--- config.mk ---
export PLATFORM = sky130hd
export DESIGN_NAME = solar_drive_flat
export DESIGN_NICKNAME = d
export VERILOG_FILES = /design/src/rtl/solar_drive_pkg.sv /design/src/rtl/solar_drive_if.sv /design/src/rtl/solar_axis.sv /design/src/rtl/solar_drive.sv /design/src/flat_wrapper.sv
export SDC_FILE = /design/constraint.sdc
export NUM_CORES = 1
export LEC_CHECK = 0
export BUFFER_PORTS_ARGS = -buffer_cell sky130_fd_sc_hd__buf_2
export CORE_MARGIN = 4
export CORE_UTILIZATION = 30
export DETAILED_ROUTE_END_ITERATION = 10
export PLACE_DENSITY_LB_ADDON = 0.15
export SYNTH_ARGS = -nofsm -noshare
export SYNTH_HDL_FRONTEND = slang
export SYNTH_SLANG_ARGS = --single-unit
--- constraint.sdc ---
create_clock -name clk -period 3.17 [get_ports clk]
set_input_delay 0.317 -clock clk [delete_from_list [all_inputs] [get_ports clk]]
set_output_delay 0.317 -clock clk [all_outputs]
set_load 0.01 [all_outputs]
--- src/rtl/solar_drive_pkg.sv ---
// Shared types and default constants for the solar tracker
// stepper drive.
package solar_drive_pkg;

  typedef enum logic [1:0] {
    IDLE    = 2'd0,
    SETUP   = 2'd1,
    STEP_HI = 2'd2,
    STEP_LO = 2'd3
  } state_e;

  typedef enum logic [1:0] {
    CMD_N = 2'd0,
    CMD_E = 2'd1,
    CMD_S = 2'd2,
    CMD_W = 2'd3
  } cmd_e;

  localparam int unsigned HALF_CYC_DEF  = 4;
  localparam int unsigned SETUP_CYC_DEF = 2;
  localparam logic [7:0]  EL_MAX_DEF    = 8'd90;
  localparam logic [7:0]  AZ_MAX_DEF    = 8'd180;
  localparam logic [7:0]  EL_HOME_DEF   = 8'd45;
  localparam logic [7:0]  AZ_HOME_DEF   = 8'd90;

  function automatic logic cmd_is_az(cmd_e c);
    return (c == CMD_E) || (c == CMD_W);
  endfunction

endpackage

--- src/rtl/solar_drive_if.sv ---
// Command and status bundle between the tracker controller
// and the stepper drive.
interface solar_drive_if;

  logic       mn;
  logic       me;
  logic       ms;
  logic       mw;
  logic       el_step;
  logic       el_dir;
  logic       az_step;
  logic       az_dir;
  logic [7:0] el_pos;
  logic [7:0] az_pos;
  logic       busy;
  logic       at_limit;

  modport master (
    output mn, me, ms, mw,
    input  el_step, el_dir, az_step, az_dir,
    input  el_pos, az_pos, busy, at_limit
  );

  modport slave (
    input  mn, me, ms, mw,
    output el_step, el_dir, az_step, az_dir,
    output el_pos, az_pos, busy, at_limit
  );

endinterface

--- src/rtl/solar_axis.sv ---
// Saturating 8-bit position counter for one tracker axis,
// with limit flags for the drive FSM.
module solar_axis #(
  parameter logic [7:0] MAX  = 8'd90,
  parameter logic [7:0] HOME = 8'd45
) (
  input  logic       clk,
  input  logic       rst,
  input  logic       inc_i,
  input  logic       dec_i,
  output logic [7:0] pos_o,
  output logic       at_max_o,
  output logic       at_min_o
);

  logic [7:0] pos_q;
  logic [7:0] pos_d;

  always_comb begin
    pos_d = pos_q;
    if (inc_i && (pos_q < MAX)) begin
      pos_d = pos_q + 8'd1;
    end else if (dec_i && (pos_q != 8'd0)) begin
      pos_d = pos_q - 8'd1;
    end
  end

  always_ff @(posedge clk) begin
    if (rst) pos_q <= HOME;
    else     pos_q <= pos_d;
  end

  assign pos_o    = pos_q;
  assign at_max_o = (pos_q >= MAX);
  assign at_min_o = (pos_q == 8'd0);

endmodule

--- src/rtl/solar_drive.sv ---
// Two-axis stepper drive: resolves move commands, sequences
// setup and step pulses, tracks positions within limits.
module solar_drive
  import solar_drive_pkg::*;
#(
  parameter int unsigned HALF_CYC  = HALF_CYC_DEF,
  parameter int unsigned SETUP_CYC = SETUP_CYC_DEF,
  parameter logic [7:0]  EL_MAX    = EL_MAX_DEF,
  parameter logic [7:0]  AZ_MAX    = AZ_MAX_DEF,
  parameter logic [7:0]  EL_HOME   = EL_HOME_DEF,
  parameter logic [7:0]  AZ_HOME   = AZ_HOME_DEF
) (
  input logic          clk,
  input logic          rst,
  solar_drive_if.slave bus
);

  localparam logic [7:0] HC_LAST = 8'(HALF_CYC - 1);
  localparam logic [7:0] SC_LAST = 8'(SETUP_CYC - 1);

  state_e     state_q;
  cmd_e       cmd_q;
  logic [7:0] cnt_q;
  logic       el_step_q;
  logic       az_step_q;
  logic       el_dir_q;
  logic       az_dir_q;
  logic       busy_q;
  logic       lim_q;

  cmd_e req_c;
  logic req_v;
  logic req_blk;
  logic el_max, el_min, az_max, az_min;
  logic hi_end;

  always_comb begin
    req_v = 1'b1;
    req_c = CMD_N;
    priority case (1'b1)
      bus.mn:  req_c = CMD_N;
      bus.me:  req_c = CMD_E;
      bus.ms:  req_c = CMD_S;
      bus.mw:  req_c = CMD_W;
      default: req_v = 1'b0;
    endcase
  end

  always_comb begin
    req_blk = 1'b0;
    unique case (req_c)
      CMD_N: req_blk = el_max;
      CMD_E: req_blk = az_max;
      CMD_S: req_blk = el_min;
      CMD_W: req_blk = az_min;
    endcase
  end

  // Position moves on the edge that ends the high half-pulse
  assign hi_end = (state_q == STEP_HI) && (cnt_q == HC_LAST);

  solar_axis #(.MAX(EL_MAX), .HOME(EL_HOME)) u_el (
    .clk      (clk),
    .rst      (rst),
    .inc_i    (hi_end && (cmd_q == CMD_N)),
    .dec_i    (hi_end && (cmd_q == CMD_S)),
    .pos_o    (bus.el_pos),
    .at_max_o (el_max),
    .at_min_o (el_min)
  );

  solar_axis #(.MAX(AZ_MAX), .HOME(AZ_HOME)) u_az (
    .clk      (clk),
    .rst      (rst),
    .inc_i    (hi_end && (cmd_q == CMD_E)),
    .dec_i    (hi_end && (cmd_q == CMD_W)),
    .pos_o    (bus.az_pos),
    .at_max_o (az_max),
    .at_min_o (az_min)
  );

  always_ff @(posedge clk) begin
    if (rst) begin
      state_q   <= IDLE;
      cmd_q     <= CMD_N;
      cnt_q     <= 8'd0;
      el_step_q <= 1'b0;
      az_step_q <= 1'b0;
      el_dir_q  <= 1'b0;
      az_dir_q  <= 1'b0;
      busy_q    <= 1'b0;
      lim_q     <= 1'b0;
    end else begin
      unique case (state_q)
        IDLE: begin
          lim_q <= req_v && req_blk;
          if (req_v && !req_blk) begin
            cmd_q   <= req_c;
            cnt_q   <= 8'd0;
            state_q <= SETUP;
            busy_q  <= 1'b1;
            unique case (req_c)
              CMD_N: el_dir_q <= 1'b1;
              CMD_S: el_dir_q <= 1'b0;
              CMD_E: az_dir_q <= 1'b1;
              CMD_W: az_dir_q <= 1'b0;
            endcase
          end
        end
        SETUP: begin
          if (!req_v || (req_c != cmd_q)) begin
            state_q <= IDLE;
            busy_q  <= 1'b0;
          end else if (cnt_q == SC_LAST) begin
            state_q   <= STEP_HI;
            cnt_q     <= 8'd0;
            el_step_q <= !cmd_is_az(cmd_q);
            az_step_q <= cmd_is_az(cmd_q);
          end else begin
            cnt_q <= cnt_q + 8'd1;
          end
        end
        STEP_HI: begin
          if (hi_end) begin
            state_q   <= STEP_LO;
            cnt_q     <= 8'd0;
            el_step_q <= 1'b0;
            az_step_q <= 1'b0;
          end else begin
            cnt_q <= cnt_q + 8'd1;
          end
        end
        STEP_LO: begin
          if (cnt_q == HC_LAST) begin
            cnt_q <= 8'd0;
            if (req_v && (req_c == cmd_q) && !req_blk) begin
              state_q   <= STEP_HI;
              el_step_q <= !cmd_is_az(cmd_q);
              az_step_q <= cmd_is_az(cmd_q);
            end else begin
              state_q <= IDLE;
              busy_q  <= 1'b0;
            end
          end else begin
            cnt_q <= cnt_q + 8'd1;
          end
        end
      endcase
    end
  end

  assign bus.el_step  = el_step_q;
  assign bus.az_step  = az_step_q;
  assign bus.el_dir   = el_dir_q;
  assign bus.az_dir   = az_dir_q;
  assign bus.busy     = busy_q;
  assign bus.at_limit = lim_q;

endmodule

--- src/flat_wrapper.sv ---
// flat-port wrapper written by rule: the top's interface ports become plain ports
module solar_drive_flat import solar_drive_pkg::*;
#(
  parameter int unsigned HALF_CYC  = HALF_CYC_DEF,
  parameter int unsigned SETUP_CYC = SETUP_CYC_DEF,
  parameter logic [7:0]  EL_MAX    = EL_MAX_DEF,
  parameter logic [7:0]  AZ_MAX    = AZ_MAX_DEF,
  parameter logic [7:0]  EL_HOME   = EL_HOME_DEF,
  parameter logic [7:0]  AZ_HOME   = AZ_HOME_DEF
)
  (clk, rst, bus_mn, bus_me, bus_ms, bus_mw, bus_el_step, bus_el_dir, bus_az_step, bus_az_dir, bus_el_pos, bus_az_pos, bus_busy, bus_at_limit);
  solar_drive_if bus_i ();
  input logic clk;
  input logic rst;
  input wire logic [$bits(bus_i.mn)-1:0] bus_mn;
  input wire logic [$bits(bus_i.me)-1:0] bus_me;
  input wire logic [$bits(bus_i.ms)-1:0] bus_ms;
  input wire logic [$bits(bus_i.mw)-1:0] bus_mw;
  output wire logic [$bits(bus_i.el_step)-1:0] bus_el_step;
  output wire logic [$bits(bus_i.el_dir)-1:0] bus_el_dir;
  output wire logic [$bits(bus_i.az_step)-1:0] bus_az_step;
  output wire logic [$bits(bus_i.az_dir)-1:0] bus_az_dir;
  output wire logic [$bits(bus_i.el_pos)-1:0] bus_el_pos;
  output wire logic [$bits(bus_i.az_pos)-1:0] bus_az_pos;
  output wire logic [$bits(bus_i.busy)-1:0] bus_busy;
  output wire logic [$bits(bus_i.at_limit)-1:0] bus_at_limit;
  assign bus_i.mn = bus_mn;
  assign bus_i.me = bus_me;
  assign bus_i.ms = bus_ms;
  assign bus_i.mw = bus_mw;
  assign bus_el_step = bus_i.el_step;
  assign bus_el_dir = bus_i.el_dir;
  assign bus_az_step = bus_i.az_step;
  assign bus_az_dir = bus_i.az_dir;
  assign bus_el_pos = bus_i.el_pos;
  assign bus_az_pos = bus_i.az_pos;
  assign bus_busy = bus_i.busy;
  assign bus_at_limit = bus_i.at_limit;
  solar_drive #(.HALF_CYC(HALF_CYC), .SETUP_CYC(SETUP_CYC), .EL_MAX(EL_MAX), .AZ_MAX(AZ_MAX), .EL_HOME(EL_HOME), .AZ_HOME(AZ_HOME)) u_core (.clk(clk), .rst(rst), .bus(bus_i));
endmodule
# Yosys cells after proc, flatten, opt, wreduce, memory -nomap -nowiden
# Index checks and enable logic that the tools add are counted.
[totals]
inputBits = 6
output_inout_bits = 22
ff_bits = 34
[classes]
order_cmp = 4
mux = 44
n_eq_ne = 22
reduce_logical = 38
add_sub_neg = 5
[ops]
columns = ["operator", "n"]
rows = [
  ["$mux 8", 9],
  ["$pmux 8 s4", 1],
  ["$add 8x1->8 const B", 3],
  ["$mux 2", 10],
  ["$mux 1", 17],
  ["$logic_not 8->1", 2],
  ["$reduce_bool 8->1", 2],
  ["$sub 8x1->8 const B", 2],
  ["$logic_and 1x1->1", 13],
  ["$eq 2x2->1 const B", 6],
  ["$ne 2x1->1 const B", 6],
  ["$pmux 1 s3", 3],
  ["$eq 8x1->1 const B", 1],
  ["$eq 8x2->1 const B", 1],
  ["$ge 8x7->1 const B", 1],
  ["$ge 8x8->1 const B", 1],
  ["$lt 8x7->1 const B", 1],
  ["$lt 8x8->1 const B", 1],
  ["$pmux 2 s4", 1],
  ["$reduce_bool 2->1", 4],
  ["$eq 2x1->1 const B", 3],
  ["$logic_not 2->1", 3],
  ["$reduce_and 3->1", 2],
  ["$reduce_and 6->1", 1],
  ["12 further kinds", 19],
]

# Depth between registers and ports, before layout
[logic_depth]
depth_word = 11
depth_mapped = 12

# Modules after synthesis
# From an unflattened synthesis, not the netlist that was laid out.
[unflattened]
hier_cells = 291
area_unflattened_um2 = 2481.1
[by_module_without_submodules]
columns = ["module", "seq_area_each_um2", "area_per_inst_um2", "cells_each", "instances"]
rows = [
  ["solar_drive", 360.3, 1197.4, 143, 1],
  ["solar_axis at u_core.u_el", 160.2, 680.7, 81, 1],
  ["solar_axis at u_core.u_az", 160.2, 603.1, 67, 1],
]

# Least setup slack after synthesis
# OpenSTA, ideal clock, no wires.
[synth_path]
path_type = "reg2reg"
start = "reg u_core.cnt_q[3]"
end = "reg u_core.u_el.pos_q[6] (netlist: u_core.u_el.pos_o[6])"
t_required_ns = 3.042
period_less_slack_ns = 2.912
stages_incl_launch_ff = 12
slack_ns = 0.258
arrival_ns = 2.784
path_buffers = 0
cell_sequence = "dfxtp_1 -> nor4_4 -> nand4_1 -> nor4_2 -> inv_1 -> ha_1 -> a21oi_1 -> a21boi_0 -> o21a_1 -> or3_1 -> a31oi_1 -> nor2_1"
[synth_between]
elab_chain_len = 5
elab_cells_between_ends = 8
[synth_rtl]
columns = ["item", "line", "source"]
rows = [
  ["from (decl)", "solar_drive.sv:23", "logic [7:0] cnt_q;"],
  ["from (signal assigned)", "solar_drive.sv:120", "cnt_q <= cnt_q + 8'd1;"],
  ["from (signal assigned)", "solar_drive.sv:130", "cnt_q <= cnt_q + 8'd1;"],
  ["from (signal assigned)", "solar_drive.sv:145", "cnt_q <= cnt_q + 8'd1;"],
  ["$eq 8x2->1 *", "solar_drive.sv:60", "assign hi_end = (state_q == STEP_HI) && (cnt_q == HC_LAST);"],
  ["$logic_and 1x1->1 *", "solar_drive.sv:60", ""],
  ["$logic_and 1x1->1 (on tied branches)", "solar_drive.sv:65, solar_drive.sv:66", ""],
  ["$logic_and 1x1->1 (on tied branches)", "solar_axis.sv:21, solar_axis.sv:23", ""],
  ["$mux 8 or $reduce_bool 2->1 (tied branches)", "-", ""],
  ["to (signal assigned)", "solar_axis.sv:30", "else pos_q <= pos_d;"],
  ["to (decl)", "solar_axis.sv:16", "logic [7:0] pos_q;"],
]
# Every way passes the cells marked *; elsewhere a longest branch is shown, timed or not.
# A chain may end at the register's enable or synchronous reset.

# Worst setup path after layout
# Ends and elaborated chain as after synthesis.

==> flow_metrics.env <==
export IMPL_root_buffer="clkbuf_8"
export IMPL_drt_iter0_markers=90
export IMPL_start_util_pct=31.2
export IMPL_status="finished clean"
export IMPL_end_kind="flop"
export IMPL_critPathMaxFanout=7
export IMPL_power_density_mw_per_mm2=320
export IMPL_nets=352
export IMPL_pwr_share_comb_pct=14.3
export IMPL_cts_max_level=2
export IMPL_core_area_mm2=0.00781
export IMPL_critPathArrivalTime_ns=3.10
export IMPL_area_growth_pct=17.6
export IMPL_met1_usage_pct=18.9
export IMPL_postRouteWirelength_um=6520
export IMPL_die_area_mm2=0.00963
export IMPL_cts_sink_count=34
export IMPL_nFillCells=822
export IMPL_cts_reportedPaths_clkPinSlew_ns=0.07
export IMPL_synth_edf_count=0
export IMPL_rsz0062_at_grt="false"
export IMPL_diodes=0
export IMPL_synth_seq_cells=34
export IMPL_multiInputGateArea_mm2=0.00165
export IMPL_syn_area_mm2=0.00244
export IMPL_clkLatencyLatePin_ns=0.29
export IMPL_seqCellArea_um2=681
export IMPL_leakage_nw=1.16
export IMPL_synthCells=289
export IMPL_antenna_found_initial=0
export IMPL_cts_inserted_buffers=5
export IMPL_cp_start_kind="flop"
export IMPL_drc_errors=0
export IMPL_cpPeakStageDelay_ns=0.36
export IMPL_tightest_slew_ns=0.634
export IMPL_drtAntennaViolNets=0
export IMPL_ys_async_sr_fraction_pct=0
export IMPL_synth_cell_types=66
export IMPL_pwr_share_seq_pct=49.0
export IMPL_die_x_um=98.1
export IMPL_dp_hpwl_um=4970
export IMPL_finalMaxSlewViolations=0
export IMPL_critical_path_class="reg -> reg"
export IMPL_placed_area_mm2=0.00276
export IMPL_drive_above_1_share_pct=20.7
export IMPL_hp_class="in -> reg"
export IMPL_crit_chain="nor4_4 > nand4_1 > nor4_2 > inv_2 > ha_1 > a21oi_1 > a21boi_0 > o21a_1 > or3_1 > a31oi_1 > nor2_1"
export IMPL_gp_congestion=0.848
export IMPL_max_slew_margin_pct=57.7
export IMPL_power_switching_mw=0.256
export IMPL_cts_setup_buffers=0
export IMPL_max_cap_violations=0
export IMPL_power_frac_clock_pct=36.7
export IMPL_switching_share_pct=27.9
export IMPL_max_clock_freq_mhz=340
export IMPL_grt_max_degree=26
export IMPL_grt_pass1_vias=2168
export IMPL_syn_num_nets=313
export IMPL_grtUsageTotal_pct=13.8
export IMPL_grt_met2_usage_pct=21.9
export IMPL_row_count=32
export IMPL_period_minus_slack_ns=2.94
export IMPL_vias=2231
export IMPL_grt_busiest_layer="met2"
export IMPL_synth_warning_count=0
export IMPL_overflow=0
export IMPL_tns_ns=0
export IMPL_avgSynthCellArea_um2=8.43
export IMPL_tritoncts="built"
export IMPL_finalCritPeriodShare_pct=92.8
export IMPL_port_buffers=27
export IMPL_internal_power_mw=0.662
export IMPL_stdcell_area_mm2=0.00287
export IMPL_use_met3_pct=2.71
export IMPL_grt_pass1_wl_um=11000
export IMPL_ys_flop_type="dfxtp_1"
export IMPL_ctsLongestPathBuffers=2
export IMPL_final_setup_viol_count=0
export IMPL_required_ns=3.33
export IMPL_cpMaxStageDelayCell="dfxtp_1"
export IMPL_hold_viol=0
export IMPL_die_height_um=98.1
export IMPL_ys_seq_area_share_pct=27.9
export IMPL_drt_wirelength_per_cell_um=15.1
export IMPL_vdd_drop_max_mv=0.116
export IMPL_skew_ns=0.00520
export IMPL_drt_pass1_iterations=4
export IMPL_vias_per_cell=5.18
export IMPL_io_pin_count=28
-- repair_timing --
item / 4_1_cts / 5_1_grt
endpoints found under the setup margin: 0 / 3
hold buffers: 0 / 0
resized for setup: 0 / 6
-- cell families (layout without fill, tap and decap cells) --
family                   count (synthesis)  count (layout)  synth area share [%]
multiplexers                             8               8                  3.34
adder cells (fa/ha/maj)                 18              18                  9.86
XOR/XNOR                                11              11                  3.95
AO/OA/AOI/OAI                           92              92                  27.0
flip-flops                              34              34                  27.9
AND/OR/NAND/NOR                        100             100                  23.0
buffers and inverters                   26              66                  4.93
-- cell usage in the layout, fill, tap and decap left out, types with 3 or more instances in the layout --
cell      synthesis  final
xnor2_1           7      7
nand3_1           8      7
nand4_1           4      4
a21oi_1          22     22
buf_4             0     16
o21bai_1          3      3
and3_1            5      4
mux2i_1           7      7
o211ai_1          4      4
nor3b_1           3      3
o21ai_0          12     11
or3_1             4      4
buf_2             0     27
nand3b_1          3      3
clkbuf_8          0      6
dfxtp_1          34     34
a211oi_1          6      6
o41ai_1           4      4
nor2_1           27     27
o31ai_1           3      3
nand2_1          18     18
nor3_1            6      6
a31oi_1           4      4
o21ai_1           2      3
nor4_2            4      4
nand2b_1          4      4
a21o_1            6      6
ha_1             16     16
inv_1            14     13
xor2_1            4      4
-- worst paths after layout --
check | startpoint | to | slack (ns) | cells after the start
setup / recovery | u_core.cnt_q[3] | u_core.u_el.pos_o[6] | 0.23 | 11
setup reg to reg | u_core.cnt_q[3] | u_core.u_el.pos_o[6] | 0.23 | 11
hold reg to reg | u_core.bus.busy | u_core.bus.busy | 0.48 | 2
hold / removal | bus_me | u_core.bus.az_dir | 0.39 | 3
-- cell type report --
class | count | area share [%]
inverters | 15 | 1.97
well taps | 102 | 4.45
multi-input cells | 229 | 57.7
clock inverters | 1 | 0.175
flip-flops and latches | 34 | 23.8
repair buffers | 43 | 8.91
clock buffers | 7 | 3.01
-- sequential cells by signal (all words and copies together), names as in the netlist --
| register | flops |
|---|---|
| u_core.bus.at_limit | 1 |
| u_core.bus.az_dir | 1 |
| u_core.bus.az_step | 1 |
| u_core.bus.busy | 1 |
| u_core.bus.el_dir | 1 |
| u_core.bus.el_step | 1 |
| u_core.cmd_q | 2 |
| u_core.cnt_q | 8 |
| u_core.state_q | 2 |
| u_core.u_az.pos_o | 8 |
| u_core.u_el.pos_o | 8 |
-- power groups by stage --
| stage | combinational, mW | clock [mW] | sequential, mW |
|---|---|---|---|
| after detailed placement | 0.129 | 0 | 0.460 |
| after CTS | 0.130 | 0.348 | 0.450 |
| final | 0.131 | 0.337 | 0.449 |
| after global placement | 0.130 | 0 | 0.460 |
| after global routing | 0.147 | 0.363 | 0.452 |
| after floorplan | 0.0884 | 0 | 0.460 |
-- per-layer routing --
layer  vias up  part of all wire, %
met5         -                    0
li1       1155                    -
met1      1026                   49
met2        43                   46
met4         0                  1.4
met3         7                  3.8
-- worst max-delay path: cells and delay by family (launching register included) --
family | cells | cell delay [ns]
buffers and inverters | 1 | 0.14
adder cells (fa/ha/maj) | 1 | 0.32
AO/OA/AOI/OAI | 4 | 0.70
AND/OR/NAND/NOR | 5 | 1.28
flip-flops | 1 | 0.36
-- synthesized netlist by cell type (2+ instances only) --
| master | count | share of area [%] |
|---|---|---|
| nand3_1 | 8 | 1.6 |
| fa_1 | 2 | 1.6 |
| a211o_1 | 2 | 0.72 |
| o311ai_0 | 2 | 0.72 |
| nand2_1 | 18 | 2.8 |
| inv_1 | 14 | 2.2 |
| o21a_1 | 2 | 0.62 |
| o211ai_1 | 4 | 1.2 |
| xnor2_1 | 7 | 2.5 |
| nand2b_1 | 4 | 1.0 |
| o41ai_1 | 4 | 1.4 |
| a22o_1 | 2 | 0.72 |
| nor3_1 | 6 | 1.2 |
| o31ai_1 | 3 | 0.92 |
| o22ai_1 | 2 | 0.51 |
| ha_1 | 16 | 8.2 |
| a21oi_1 | 22 | 4.5 |
| clkbuf_1 | 7 | 1.1 |
| o21ai_0 | 12 | 2.5 |
| nor2b_1 | 2 | 0.51 |
| nand3b_1 | 3 | 0.92 |
| xor2_1 | 4 | 1.4 |
| a31oi_1 | 4 | 1.0 |
| nor4_2 | 4 | 2.1 |
| buf_6 | 3 | 1.4 |
| o21bai_1 | 3 | 0.92 |
| nor2_1 | 27 | 4.2 |
| and3_1 | 5 | 1.3 |
| nand4_1 | 4 | 1.0 |
| dfxtp_1 | 34 | 28 |
| a21o_1 | 6 | 1.8 |
| nor3b_1 | 3 | 0.92 |
| mux2i_1 | 7 | 2.9 |
| or2_2 | 2 | 0.51 |
| or3_1 | 4 | 1.0 |
| a211oi_1 | 6 | 1.8 |
| o21ai_1 | 2 | 0.41 |
-- metrics by stage --
step | utilization (%) | cells | worst slack (ns) | power, mW | hold WS (ns)
3_3_place_gp | 35.3 | 423 | 0.171 | 0.590 | 0.455
2_1_floorplan | - | 289 | 0.258 | 0.548 | 0.451
6_report | 36.7 | 431 | 0.228 | 0.918 | 0.392
3_5_place_dp | 35.3 | 423 | 0.149 | 0.588 | 0.466
5_1_grt | 36.7 | 431 | 0.0242 | 0.961 | 0.429
4_1_cts | 36.5 | 431 | 0.112 | 0.928 | 0.383
Power figures use the tool's default switching activity.
